$ cat config.mk
export PLATFORM = sky130hd
export DESIGN_NAME = uart_txq_flat
export DESIGN_NICKNAME = d
export VERILOG_FILES = /design/src/rtl/uart_txq_if.sv /design/src/rtl/uart_txq.sv /design/src/flat_wrapper.sv
export SDC_FILE = /design/constraint.sdc
export NUM_CORES = 1
export LEC_CHECK = 0
export CAP_MARGIN = 20
export CORE_AREA = 3 3 131 196
export CTS_CLUSTER_DIAMETER = 200
export DETAILED_ROUTE_END_ITERATION = 10
export DIE_AREA = 0 0 134 199
export GPL_TIMING_DRIVEN = 0
export PLACE_DENSITY_LB_ADDON = 0.3
export SETUP_SLACK_MARGIN = 0.2
export SLEW_MARGIN = 20
export SYNTH_ARGS = -nofsm -noshare
export SYNTH_HDL_FRONTEND = slang
export SYNTH_SLANG_ARGS = --single-unit
$ cat constraint.sdc
create_clock -name clk -period 9.76 [get_ports clk]
set_clock_uncertainty 0.05 [all_clocks]
set_input_delay 1.952 -clock clk [delete_from_list [all_inputs] [get_ports clk]]
set_output_delay 1.952 -clock clk [all_outputs]
set_load 0.1 [all_outputs]
$ cat src/rtl/uart_txq_if.sv
// Host-side bundle of the queued UART transmitter: enqueue strobe, control and status.
// uart_we is a one-cycle strobe with no ready: full advertises backpressure, and a
// write while full is dropped and latched in ovf. No other handshake applies.
interface uart_txq_if #(
   parameter int FIFO_DEPTH = 16
) ();
   logic [7:0]                  wr_data;
   logic                        uart_we;
   logic                        parity_odd;
   logic                        ovf_clr;
   logic                        uart_tx;
   logic                        busy;
   logic                        full;
   logic [$clog2(FIFO_DEPTH):0] level;
   logic                        ovf;
   logic [2:0]                  state;

   modport master (
      output wr_data, uart_we, parity_odd, ovf_clr,
      input  uart_tx, busy, full, level, ovf, state
   );

   modport slave (
      input  wr_data, uart_we, parity_odd, ovf_clr,
      output uart_tx, busy, full, level, ovf, state
   );
endinterface

$ cat src/rtl/uart_txq.sv
// Queued UART transmitter: FIFO, fractional baud accumulator and framing FSM.
// Parity generation is compiled in when UART_TXQ_PARITY_EN is defined.
`ifndef SYSCLK_FREQ
`define SYSCLK_FREQ 50000000
`endif
`ifndef BAUD_RATE
`define BAUD_RATE 115200
`endif

module uart_txq #(
   parameter int DATA_BITS   = 8,
   parameter int STOP_BITS   = 2,
   parameter int FIFO_DEPTH  = 16,
   parameter int SYSCLK_FREQ = `SYSCLK_FREQ,
   parameter int BAUD_RATE   = `BAUD_RATE
) (
   input logic       clk,
   input logic       rst_n,
   uart_txq_if.slave bus
);
   localparam int AW = $clog2(FIFO_DEPTH);
   localparam int LW = AW + 1;
   localparam int BW = $clog2(DATA_BITS);
   localparam logic [BW-1:0] BIT_LAST  = BW'(DATA_BITS - 1);
   localparam logic          STOP_LAST = (STOP_BITS == 2);

   typedef enum logic [2:0] {
      S_IDLE   = 3'd0,
      S_START  = 3'd1,
      S_DATA   = 3'd2,
      S_STOP   = 3'd3
`ifdef UART_TXQ_PARITY_EN
      , S_PARITY = 3'd4
`endif
   } state_e;

   logic [DATA_BITS-1:0] mem_q [FIFO_DEPTH];
   logic [AW-1:0]        wr_ptr_q, rd_ptr_q;
   logic [LW-1:0]        level_q, level_d;
   logic                 ovf_q;
   logic [31:0]          acc_q, acc_d;
   logic [32:0]          acc_sum;
   logic                 tick;
   state_e               state_q, state_d;
   logic [DATA_BITS-1:0] shift_q, shift_d, head;
   logic [BW-1:0]        bit_q, bit_d;
   logic                 stop_q, stop_d;
   logic                 tx_q, tx_d;
   logic                 push, drop, pop, load, full;
`ifdef UART_TXQ_PARITY_EN
   logic                 par_q, par_d;
`endif

   // The 33-bit sum keeps the threshold compare exact; the 32-bit update wraps correctly.
   assign acc_sum = {1'b0, acc_q} + 33'(BAUD_RATE);
   assign tick    = (acc_sum >= 33'(SYSCLK_FREQ));
   assign acc_d   = tick ? (acc_q + 32'(BAUD_RATE) - 32'(SYSCLK_FREQ))
                         : (acc_q + 32'(BAUD_RATE));

   assign full    = (level_q == LW'(FIFO_DEPTH));
   assign push    = rst_n && bus.uart_we && !full;
   assign drop    = rst_n && bus.uart_we && full;
   assign head    = mem_q[rd_ptr_q];
   assign level_d = level_q + LW'(push) - LW'(pop);

   always_comb begin
      state_d = state_q;
      shift_d = shift_q;
      bit_d   = bit_q;
      stop_d  = stop_q;
      tx_d    = tx_q;
      load    = 1'b0;
      pop     = 1'b0;
`ifdef UART_TXQ_PARITY_EN
      par_d   = par_q;
`endif
      if (tick) begin
         case (state_q)
            S_IDLE: load = (level_q != '0);
            S_START: begin
               tx_d    = shift_q[0];
               shift_d = shift_q >> 1;
               bit_d   = '0;
               state_d = S_DATA;
            end
            S_DATA: begin
               if (bit_q == BIT_LAST) begin
`ifdef UART_TXQ_PARITY_EN
                  tx_d    = par_q;
                  state_d = S_PARITY;
`else
                  tx_d    = 1'b1;
                  stop_d  = 1'b0;
                  state_d = S_STOP;
`endif
               end else begin
                  tx_d    = shift_q[0];
                  shift_d = shift_q >> 1;
                  bit_d   = bit_q + 1'b1;
               end
            end
`ifdef UART_TXQ_PARITY_EN
            S_PARITY: begin
               tx_d    = 1'b1;
               stop_d  = 1'b0;
               state_d = S_STOP;
            end
`endif
            S_STOP: begin
               if (stop_q == STOP_LAST) begin
                  // Chain straight into the next frame when more bytes are queued.
                  if (level_q != '0) begin
                     load = 1'b1;
                  end else begin
                     tx_d    = 1'b1;
                     state_d = S_IDLE;
                  end
               end else begin
                  stop_d = stop_q + 1'b1;
               end
            end
            default: state_d = S_IDLE;
         endcase
      end
      if (load) begin
         pop     = 1'b1;
         shift_d = head;
         tx_d    = 1'b0;
         state_d = S_START;
`ifdef UART_TXQ_PARITY_EN
         par_d   = (^head) ^ bus.parity_odd;
`endif
      end
   end

   always_ff @(posedge clk) begin
      if (!rst_n) begin
         acc_q    <= '0;
         wr_ptr_q <= '0;
         rd_ptr_q <= '0;
         level_q  <= '0;
         ovf_q    <= 1'b0;
         state_q  <= S_IDLE;
         shift_q  <= '0;
         bit_q    <= '0;
         stop_q   <= 1'b0;
         tx_q     <= 1'b1;
`ifdef UART_TXQ_PARITY_EN
         par_q    <= 1'b0;
`endif
      end else begin
         acc_q   <= acc_d;
         level_q <= level_d;
         state_q <= state_d;
         shift_q <= shift_d;
         bit_q   <= bit_d;
         stop_q  <= stop_d;
         tx_q    <= tx_d;
`ifdef UART_TXQ_PARITY_EN
         par_q   <= par_d;
`endif
         if (push) wr_ptr_q <= wr_ptr_q + 1'b1;
         if (pop)  rd_ptr_q <= rd_ptr_q + 1'b1;
         // A dropped write wins over a simultaneous clear.
         if (drop)             ovf_q <= 1'b1;
         else if (bus.ovf_clr) ovf_q <= 1'b0;
      end
   end

   always_ff @(posedge clk) begin
      if (push) mem_q[wr_ptr_q] <= bus.wr_data[DATA_BITS-1:0];
   end

   assign bus.uart_tx = tx_q;
   assign bus.busy    = (state_q != S_IDLE);
   assign bus.full    = full;
   assign bus.level   = level_q;
   assign bus.ovf     = ovf_q;
   assign bus.state   = state_q;
endmodule

$ cat src/flat_wrapper.sv
// flat-port wrapper written by rule: the top's interface ports become plain ports
module uart_txq_flat 
#(
   parameter int DATA_BITS   = 8,
   parameter int STOP_BITS   = 2,
   parameter int FIFO_DEPTH  = 16,
   parameter int SYSCLK_FREQ = `SYSCLK_FREQ,
   parameter int BAUD_RATE   = `BAUD_RATE
)
  (clk, rst_n, bus_wr_data, bus_uart_we, bus_parity_odd, bus_ovf_clr, bus_uart_tx, bus_busy, bus_full, bus_level, bus_ovf, bus_state);
  uart_txq_if #(.FIFO_DEPTH(FIFO_DEPTH)) bus_i ();
  input logic clk;
  input logic rst_n;
  input wire logic [$bits(bus_i.wr_data)-1:0] bus_wr_data;
  input wire logic [$bits(bus_i.uart_we)-1:0] bus_uart_we;
  input wire logic [$bits(bus_i.parity_odd)-1:0] bus_parity_odd;
  input wire logic [$bits(bus_i.ovf_clr)-1:0] bus_ovf_clr;
  output wire logic [$bits(bus_i.uart_tx)-1:0] bus_uart_tx;
  output wire logic [$bits(bus_i.busy)-1:0] bus_busy;
  output wire logic [$bits(bus_i.full)-1:0] bus_full;
  output wire logic [$bits(bus_i.level)-1:0] bus_level;
  output wire logic [$bits(bus_i.ovf)-1:0] bus_ovf;
  output wire logic [$bits(bus_i.state)-1:0] bus_state;
  assign bus_i.wr_data = bus_wr_data;
  assign bus_i.uart_we = bus_uart_we;
  assign bus_i.parity_odd = bus_parity_odd;
  assign bus_i.ovf_clr = bus_ovf_clr;
  assign bus_uart_tx = bus_i.uart_tx;
  assign bus_busy = bus_i.busy;
  assign bus_full = bus_i.full;
  assign bus_level = bus_i.level;
  assign bus_ovf = bus_i.ovf;
  assign bus_state = bus_i.state;
  uart_txq #(.DATA_BITS(DATA_BITS), .STOP_BITS(STOP_BITS), .FIFO_DEPTH(FIFO_DEPTH), .SYSCLK_FREQ(SYSCLK_FREQ), .BAUD_RATE(BAUD_RATE)) u_core (.clk(clk), .rst_n(rst_n), .bus(bus_i));
endmodule
==> out/results.ini, run 1 <==
[clock_tree]
cts_setup_buffers = 0
cts_buffers = 17
ctsResizeCount = 0
cts.root.buffer_cell = clkbuf_16
tritoncts = built
hold_buffers = 0
clock_latency_ps = 450
clkTransAtPathRegs_ps = 80
cts.path.max_buffers = 2
htreeDepth = 4
clock_sinks = 186

[floorplan]
die-area_um2 = 26700
die_width_um = 134
floorplan.initialDensity_pct = 34.6
io_pins = 25
die_h_um = 199
rows = 70
core-area_um2 = 24300

[power]
switching_share_pct = 37.4
power_switching_uw = 978
p_comb_share_pct = 36.7
p_per_area_nw_per_um2 = 271
internal_power_uw = 1630
clockPowerShare_pct = 25.6
leakage_uw = 0.00315
vdd_drop_max_mv = 0.176
p_seq_share_pct = 37.7

[layout]
finalNonFillerCells = 1009
ff_latch_area_um2 = 5000
finalNetCount = 705
area.growth.synth_to_final_pct = 14.8
drive_above_1_share_pct = 15.3
n_antenna_cell = 0
multi_input_area_um2 = 3180
fin_util_pct = 39.8
fillers = 2265

[global_route]
grt_max_degree = 20
grt_overflow = 0
track_usage_pct = 14.7
grt_pass1_vias = 5664
grt_first_pass_wirelength_um = 30100
antenna_found_initial = 0

[setup_path]
startpoint_type = register
slowest_stage = nor4_1
cp-end-kind = register
cp_data_arrival_time_ps = 5680
worstRegToRegCells = 18
path_class = register to register
crit_fanout = 10
reg2reg_to = u_core.bus.level[4]
cp_top_family = simple AND/OR/NAND/NOR gates
ff2ff_setup_slack_ps = 4400
slowest_delay_ps = 740
required_ps = 10080
rr_startpoint = u_core.acc_q[9]
worst-path-buf-inv = 3
crit_chain = ha_1 > buf_2 > and4_1 > nor2_1 > nor4_1 > xnor2_1 > nand3_1 > or3_1 > buf_2 > a21oi_1 > ha_1 > inv_1 > ha_1 > fa_1 > a21oi_1 > nor2_1 > or3_1 > a21oi_1

[placed_design]
io_buffers = 22
dp.cells = 977
dp_hpwl_um = 13600
gp_congestion = 0.876

[synth]
synth.cell_area_um2 = 8410
syn_avg_cell_area_um2 = 13.4
yosys.area.top_type = edfxtp_1
synth_seq_cells = 186
yosysTopAreaCellShare_pct = 45.7
synth_edf_count = 128
yosys-top-cells-area = edfxtp_1 46%, dfxtp_1 14%, mux4_2 11%
seq_area_frac_synth_pct = 59.5
async_reset_ff_share_pct = 0
synth-main-ff-cell = edfxtp_1
syn_nets = 662
synthCells = 629
yosysWarnings = 0
synth_cell_types = 62

[hold_path]
holdCritStartpoint = u_core.bit_q[2]
holdPathStages = 2
hp-class = register to register
worstHoldEndpoint = u_core.bit_q[2]

[job]
drv_cap = 0

[timing]
drv_slew = 0
hold_viol_final = 0
setup_viol = 0
rsz0062_at_grt = no
min_period_ps = 5360
min_period_over_period_pct = 54.9
fmaxAchievable_mhz = 187
slew_headroom_pct = 26.2
tightest_slew_ps = 1090
fin_setup_tns_ps = 0

[routing]
vias = 5268
routed_via_density = 5.22
drt_wl_total_um = 18800
routedWlPerCell_um = 18.6
drcViolationCount = 0
drtAntennaViolNets = 0
dr.pass1.iters = 4
first_iter_violations = 291

[status]
status = complete, no violations

-- cells in the mapped netlist (all sizes together), types with 2 or more instances --
master / number
and3: 8
nor2b: 7
a21boi: 3
nor4b: 2
inv: 19
or3: 11
a21oi: 36
o31ai: 3
and2: 7
clkbuf: 14
nand4: 7
nor3: 21
a31o: 2
a21o: 5
nand2: 33
o21a: 7
or2: 3
buf: 19
mux4: 40
a211oi: 8
edfxtp: 128
o211ai: 2
xor2: 13
o32ai: 5
xnor2: 26
ha: 19
and4: 3
nand2b: 5
nor2: 47
or4: 3
nand3: 24
o31a: 2
dfxtp: 58
o21ai: 16
and4b: 2
o22ai: 5
nand4b: 2
-- state kept, by name (all words and copies together), names as in the netlist, named ones only --
name                flops
u_core.bus.level        5
u_core.acc_q           25
u_core.rd_ptr_q         4
u_core.stop_q           1
u_core.wr_ptr_q         4
u_core.bus.state        2
u_core.bit_q            3
u_core.bus.ovf          1
u_core.bus.uart_tx      1
u_core.shift_q          8
u_core.mem_q          128
-- through the flow --
| stage | worst slack (ps) | hold WS, ps | instance area (um^2) | total power (uW) |
|---|---|---|---|---|
| floorplan | 5310 | 386 | 8410 | 1720 |
| global placement | 4500 | 397 | 9030 | 1930 |
| detailed placement | 4430 | 417 | 9070 | 1960 |
| CTS | 4370 | 433 | 9650 | 2630 |
| global route | 3950 | 452 | 9650 | 2770 |
| finish | 4400 | 431 | 9650 | 2610 |
-- power groups by stage --
stage / sequential, uW / combinational (uW) / clock (uW)
after floorplan: 1070 / 652 / 0
after global placement: 997 / 936 / 0
after detailed placement: 1000 / 959 / 0
after CTS: 984 / 965 / 683
after global routing: 994 / 1060 / 715
final: 986 / 958 / 668
-- metal layers --
layer  vias up  share of wire, %  track usage (%)
met5         -                 0                0
met4         0               3.6             7.66
met3        38               3.1             2.81
met2       123                55             27.6
met1      2630                38             15.5
li1       2477                 -                -
-- cells in the final DEF, fill, tap and decap left out, types with 15 or more instances in the layout --
master           synthesis  final
inv_1                   19     19
nand3_1                 24     24
nand2_1                 32     32
mux4_2                  40     40
dfxtp_1                 58     58
clkdlybuf4s50_1          0     22
clkbuf_16                0     17
o21ai_0                 15     15
ha_1                    19     19
edfxtp_1               128    128
nor3_1                  20     16
xnor2_1                 26     26
a21oi_1                 35     35
nor2_1                  47     47
-- cells by family after synthesis --
logic type / after synthesis / share of synthesized area (%)
other cells: 1 / 0.0446
flops: 186 / 59.5
compound gates: 102 / 8.17
mux: 41 / 10.8
buf+inv: 53 / 2.83
simple gates: 187 / 11.4
fa+ha+maj: 20 / 3.07
xor+xnor: 39 / 4.06
-- worst register-to-register path, cell delays in order, from the launching register on --
cell,delay [ps]
dfxtp_1,510
ha_1,190
buf_2,200
and4_1,280
nor2_1,120
nor4_1,740
xnor2_1,300
nand3_1,190
or3_1,440
buf_2,230
a21oi_1,490
ha_1,210
inv_1,40
ha_1,190
fa_1,410
a21oi_1,160
nor2_1,60
or3_1,340
a21oi_1,140
-- cell type report --
type | count | area share [%]
Clock inverter | 15 | 1.61
Multi-Input combinational cell | 390 | 33.0
Tap cell | 324 | 4.20
Buffer | 33 | 1.69
Inverter | 20 | 0.778
Sequential cell | 186 | 51.9
Clock buffer | 17 | 4.41
Timing Repair Buffer | 24 | 2.44
-- how the worst max path moves through the flow --
stage | depth (start not counted) | start | slack (ps) | endpoint
final | 18 | u_core.acc_q[9] | 4400 | u_core.bus.level[4]
after global routing | 17 | u_core.acc_q[9] | 3950 | u_core.bus.level[4]
after detailed placement | 18 | u_core.acc_q[9] | 4430 | u_core.bus.level[4]
after global placement | 18 | u_core.acc_q[9] | 4500 | u_core.bus.level[4]
after CTS | 18 | u_core.acc_q[9] | 4370 | u_core.bus.level[4]
after floorplan | 18 | u_core.acc_q[9] | 5310 | u_core.bus.level[4]
(Power assumes the default switching activity.)
==> inputs of run 2 (changes only) <==
- clock period: 9.76 -> 5.2 ns (I/O delays scaled with it)
==> out/results.ini, run 2 (same netlist as run 1, synthesis figures left out) <==
[setup_path]
worstRegToRegCells = 18
rr_startpoint = u_core.acc_q[9]
crit_chain = ha_1 > buf_2 > nand4_1 > xnor2_1 > o31a_1 > o311a_1 > o31a_1 > or3_1 > buf_2 > a21oi_4 > ha_1 > inv_1 > ha_1 > fa_1 > a21oi_1 > nor2_1 > or3_1 > a21oi_1
slowest_delay_ps = 440
worst-path-buf-inv = 3
startpoint = u_core.acc_q[9]
crit_path_frequent_cell = ha_1
cp_data_arrival_time_ps = 4960
required_ps = 5510
path_class = register to register
cp_top_family = compound AO/OA/AOI/OAI gates
path_depth = 18
crit_fanout = 10
slowest_stage = or3_1
cp-end-kind = register
startpoint_type = register

[hold_path]
holdCritStartpoint = u_core.bit_q[2]
holdPathStages = 2
hp-class = register to register

[clock_tree]
cts.root.buffer_cell = clkbuf_16
clkTransAtPathRegs_ps = 80
cts_buffers = 17
htreeDepth = 4
hold_buffers = 0
clock_sinks = 186
tritoncts = built
clock_latency_ps = 440
cts.path.max_buffers = 2

[layout]
regMostFlops = u_core.mem_q
area.growth.synth_to_final_pct = 15.3
mostFrequentLayoutCells = 128 x edfxtp_1, 57 x dfxtp_1, 47 x nor2_1
fin_util_pct = 40.0
final_common_cell = edfxtp_1
n_antenna_cell = 0
fillers = 2258
drive_above_1_share_pct = 16.0
largest_reg_flops = 128
finalNetCount = 706
largestRegisters = u_core.mem_q x128, u_core.acc_q x25, u_core.shift_q x8

[global_route]
grt_max_degree = 20
grt_pass1_vias = 5647
grt_first_pass_wirelength_um = 30100
grt_overflow = 0
antenna_found_initial = 0
track_usage_pct = 14.7

[timing]
fmaxAchievable_mhz = 215
hold_slack_ps = 431
hold_viol_final = 0
min_period_ps = 4650
min_period_over_period_pct = 89.4
setup_viol = 0
rsz0062_at_grt = no
slew_headroom_pct = 34.7
tightest_slew_ps = 976
setup_ws_ps = 553
drv_slew = 0

[status]
status = complete, no violations

[routing]
vias = 5259
drtAntennaViolNets = 0
routed_via_density = 5.21
first_iter_violations = 282
dr.pass1.iters = 5
drt_wl_total_um = 18900
drcViolationCount = 0
routedWlPerCell_um = 18.7

[placed_design]
place_ws_ps = -131
gp_congestion = 0.876
io_buffers = 22
dp_hpwl_um = 13600

[floorplan]
die_width_um = 134
die_h_um = 199
rows = 70
io_pins = 25
floorplan.initialDensity_pct = 34.6
die-area_um2 = 26700
core-area_um2 = 24300

[power]
leakage_uw = 0.00317
vdd_drop_max_mv = 0.328
p_per_area_nw_per_um2 = 509

[job]
drv_cap = 0

## run 2: cell count changes in the layout (fill, tap and decap cells not counted), sizes merged
cell	delta
buf	+1
## run 2: worst paths after layout
| kind | end | slack [ps] |
|---|---|---|
| worst max-delay path | u_core.bus.level[4] | 550 |
| worst min-delay path | u_core.bit_q[2] | 430 |
| worst max register to register | u_core.bus.level[4] | 550 |
| worst min register to register | u_core.bit_q[2] | 430 |
## run 2: per-stage QoR
stage	cells	cell area, um^2	setup TNS [ps]	total power (uW)
after floorplan	629	8410	0	3230
after global placement	975	9030	-62.5	3630
after detailed placement	977	9070	-131	3680
after CTS	1009	9670	0	4960
after global routing	1010	9700	0	5220
final	1010	9700	0	4930
## run 2: power by group
group | switching [uW] | internal [uW] | total (uW)
Sequential | 120 | 1730 | 1850
Combinational | 1120 | 709 | 1820
Clock | 616 | 639 | 1260
Total | 1850 | 3080 | 4930
## run 2: worst register-to-register path: stages (launching register included)
cell     delay [ps]
dfxtp_2         430
ha_1            160
buf_2           200
nand4_1         150
xnor2_1         160
o31a_1          290
o311a_1         430
o31a_1          280
or3_1           440
buf_2           240
a21oi_4         250
ha_1            160
inv_1            40
ha_1            200
fa_1            410
a21oi_1         160
nor2_1           60
or3_1           340
a21oi_1         140
## run 2: layout make-up
type                    instances  area, um^2  area share (%)
flip-flops and latches        186        5010            51.6
multi-input cells             390        3220            33.2
clock buffers                  17         425            4.39
well taps                     324         405            4.18
repair buffers                 25         243            2.50
plain buffers                  33         163            1.68
clock inverters                15         155            1.60
inverters                      20        75.1           0.774
## run 2: timing repair
action,4_1_cts,5_1_grt
setup buffers,0,1
resized for setup,4,4
gates cloned,0,0
setup endpoints to repair,3,1
## run 2: metal layers
layer / global-route usage, % / share of wire (%) / up-vias / wire length, um
met5: 0 / 0 / - / 0
met4: 6.44 / 2.7 / 0 / 503
met3: 2.63 / 2.9 / 35 / 538
met2: 28.3 / 56 / 107 / 10600
met1: 15.6 / 38 / 2641 / 7210
li1: - / - / 2476 / -
==> inputs of run 3 (changes only) <==
- clock period: 5.2 -> 4.2 ns (I/O delays scaled with it)
==> out/results.ini, run 3 (same netlist as run 1, synthesis figures left out) <==
[timing]
fmaxAchievable_mhz = 247
slew_headroom_pct = 34.4
rsz0062_at_grt = yes
min_period_over_period_pct = 96.5
hold_viol_final = 0
tightest_slew_ps = 981
setup_viol = 0
min_period_ps = 4050
drv_slew = 0
setup_ws_ps = 148
fin_setup_tns_ps = 0

[floorplan]
die_h_um = 199
die-area_um2 = 26700
floorplan.initialDensity_pct = 34.6
rows = 70
io_pins = 25
core-area_um2 = 24300
die_width_um = 134

[layout]
largestRegisters = u_core.mem_q x128, u_core.acc_q x25, u_core.shift_q x8
area.growth.synth_to_final_pct = 17.6
drive_above_1_share_pct = 19.5
fin_util_pct = 40.7
regMostFlops = u_core.mem_q
finalNetCount = 718
n_antenna_cell = 0
final_common_cell = edfxtp_1
mostFrequentLayoutCells = 128 x edfxtp_1, 56 x dfxtp_1, 46 x nor2_1
largest_reg_flops = 128

[setup_path]
cp-end-kind = register
crit_fanout = 4
ff2ff_setup_slack_ps = 150
path_class = register to register
worst-path-buf-inv = 5
crit_path_frequent_cell = ha_4
slowest_stage = or3_4
required_ps = 4520
crit_chain = ha_4 > buf_6 > nand4_1 > buf_4 > buf_4 > nand3_2 > nand3_1 > o311a_1 > o31a_1 > or3_4 > buf_8 > a21oi_4 > ha_4 > inv_2 > ha_4 > fa_2 > a21oi_2 > nor2_1 > or3_1 > a21oi_1
cp_data_arrival_time_ps = 4370
slowest_delay_ps = 400
cp_top_family = compound AO/OA/AOI/OAI gates
startpoint_type = register

[routing]
drtAntennaViolNets = 0
dr.pass1.iters = 4
met1_length_um = 7440
highest_layer = met4
met2_length_um = 10700
vias = 5247
wl_met3_um = 439
routedWlPerCell_um = 18.7
drt_wl_total_um = 19100
drcViolationCount = 0
first_iter_violations = 377
routed_via_density = 5.13

[placed_design]
io_buffers = 22
gp_congestion = 0.823
dp_hpwl_um = 13400
place_ws_ps = -300

[clock_tree]
tritoncts = built
hold_buffers = 0
clock_sinks = 186
cts.root.buffer_cell = clkbuf_16
clock_latency_ps = 440
clkTransAtPathRegs_ps = 80
cts.path.max_buffers = 2
htreeDepth = 4
cts_buffers = 17

[power]
leakage_uw = 0.00324
p_per_area_nw_per_um2 = 636
vdd_drop_max_mv = 0.317
fin_total_pwr_uw = 6280

[global_route]
grt_max_degree = 19
antenna_found_initial = 0
grt_first_pass_wirelength_um = 30500
grt_overflow = 0
grt_pass1_vias = 5567
track_usage_pct = 15.0

[status]
status = complete, no violations

[hold_path]
hp-class = register to register

[job]
drv_cap = 0

[run 3: cell count changes in the layout (fill, tap and decap cells not counted), sizes merged]
cell      previous run  this run
clkinvlp             3         2
clkbuf              31        30
bufinv               0         1
buf                 22        35
[run 3: area by class of cell]
type / instances / area (um^2)
Fill cell: 2242 / 14400
Clock inverter: 15 / 158
Sequential cell: 186 / 5010
Tap cell: 324 / 405
Clock buffer: 17 / 425
Multi-Input combinational cell: 390 / 3300
Timing Repair Buffer: 38 / 340
Inverter: 20 / 75.1
Buffer: 32 / 175
[run 3: through the flow]
step | cell area [um^2] | instances | hold slack [ps]
3_5_place_dp | 9110 | 977 | 407
6_report | 9890 | 1022 | 419
5_1_grt | 9890 | 1022 | 448
4_1_cts | 9870 | 1023 | 424
2_1_floorplan | 8450 | 629 | 386
3_3_place_gp | 9070 | 975 | 397
[run 3: worst paths after layout]
path | startpoint | to | cells after the start
max | u_core.acc_q[10] | u_core.bus.level[4] | 20
max reg2reg | u_core.acc_q[10] | u_core.bus.level[4] | 20
min reg2reg | u_core.shift_q[3] | u_core.shift_q[3] | 1
min | u_core.shift_q[3] | u_core.shift_q[3] | 1
[run 3: metal layers]
metal,track usage (%),vias to the layer above
li1,-,2491
met1,16.8,2633
met2,27.9,98
met3,2.33,25
met4,6.52,0
met5,0,-
[run 3: worst reg2reg max path, delay by kind of cell (launching register included)]
kind                       cells  cell delay (ps)
DFF                            1              350
adders and majority gates      4              800
buffers and inverters          5              590
and+or+nand+nor                6             1080
AOI/OAI and AO/OA              5             1120
[run 3: repair_timing]
action	CTS	global route
setup endpoints to repair	5	2
resized for setup	14	5
setup buffers	14	0
endpoints found under the hold margin	0	0
pin swaps	11	6
[run 3: power by group]
group / switching, uW / leakage, uW / total (uW) / internal, uW
clock network: 735 / 0.000279 / 1580 / 840
logic: 1430 / 0.00133 / 2420 / 992
registers: 140 / 0.00163 / 2290 / 2150
total: 2310 / 0.00324 / 6280 / 3980
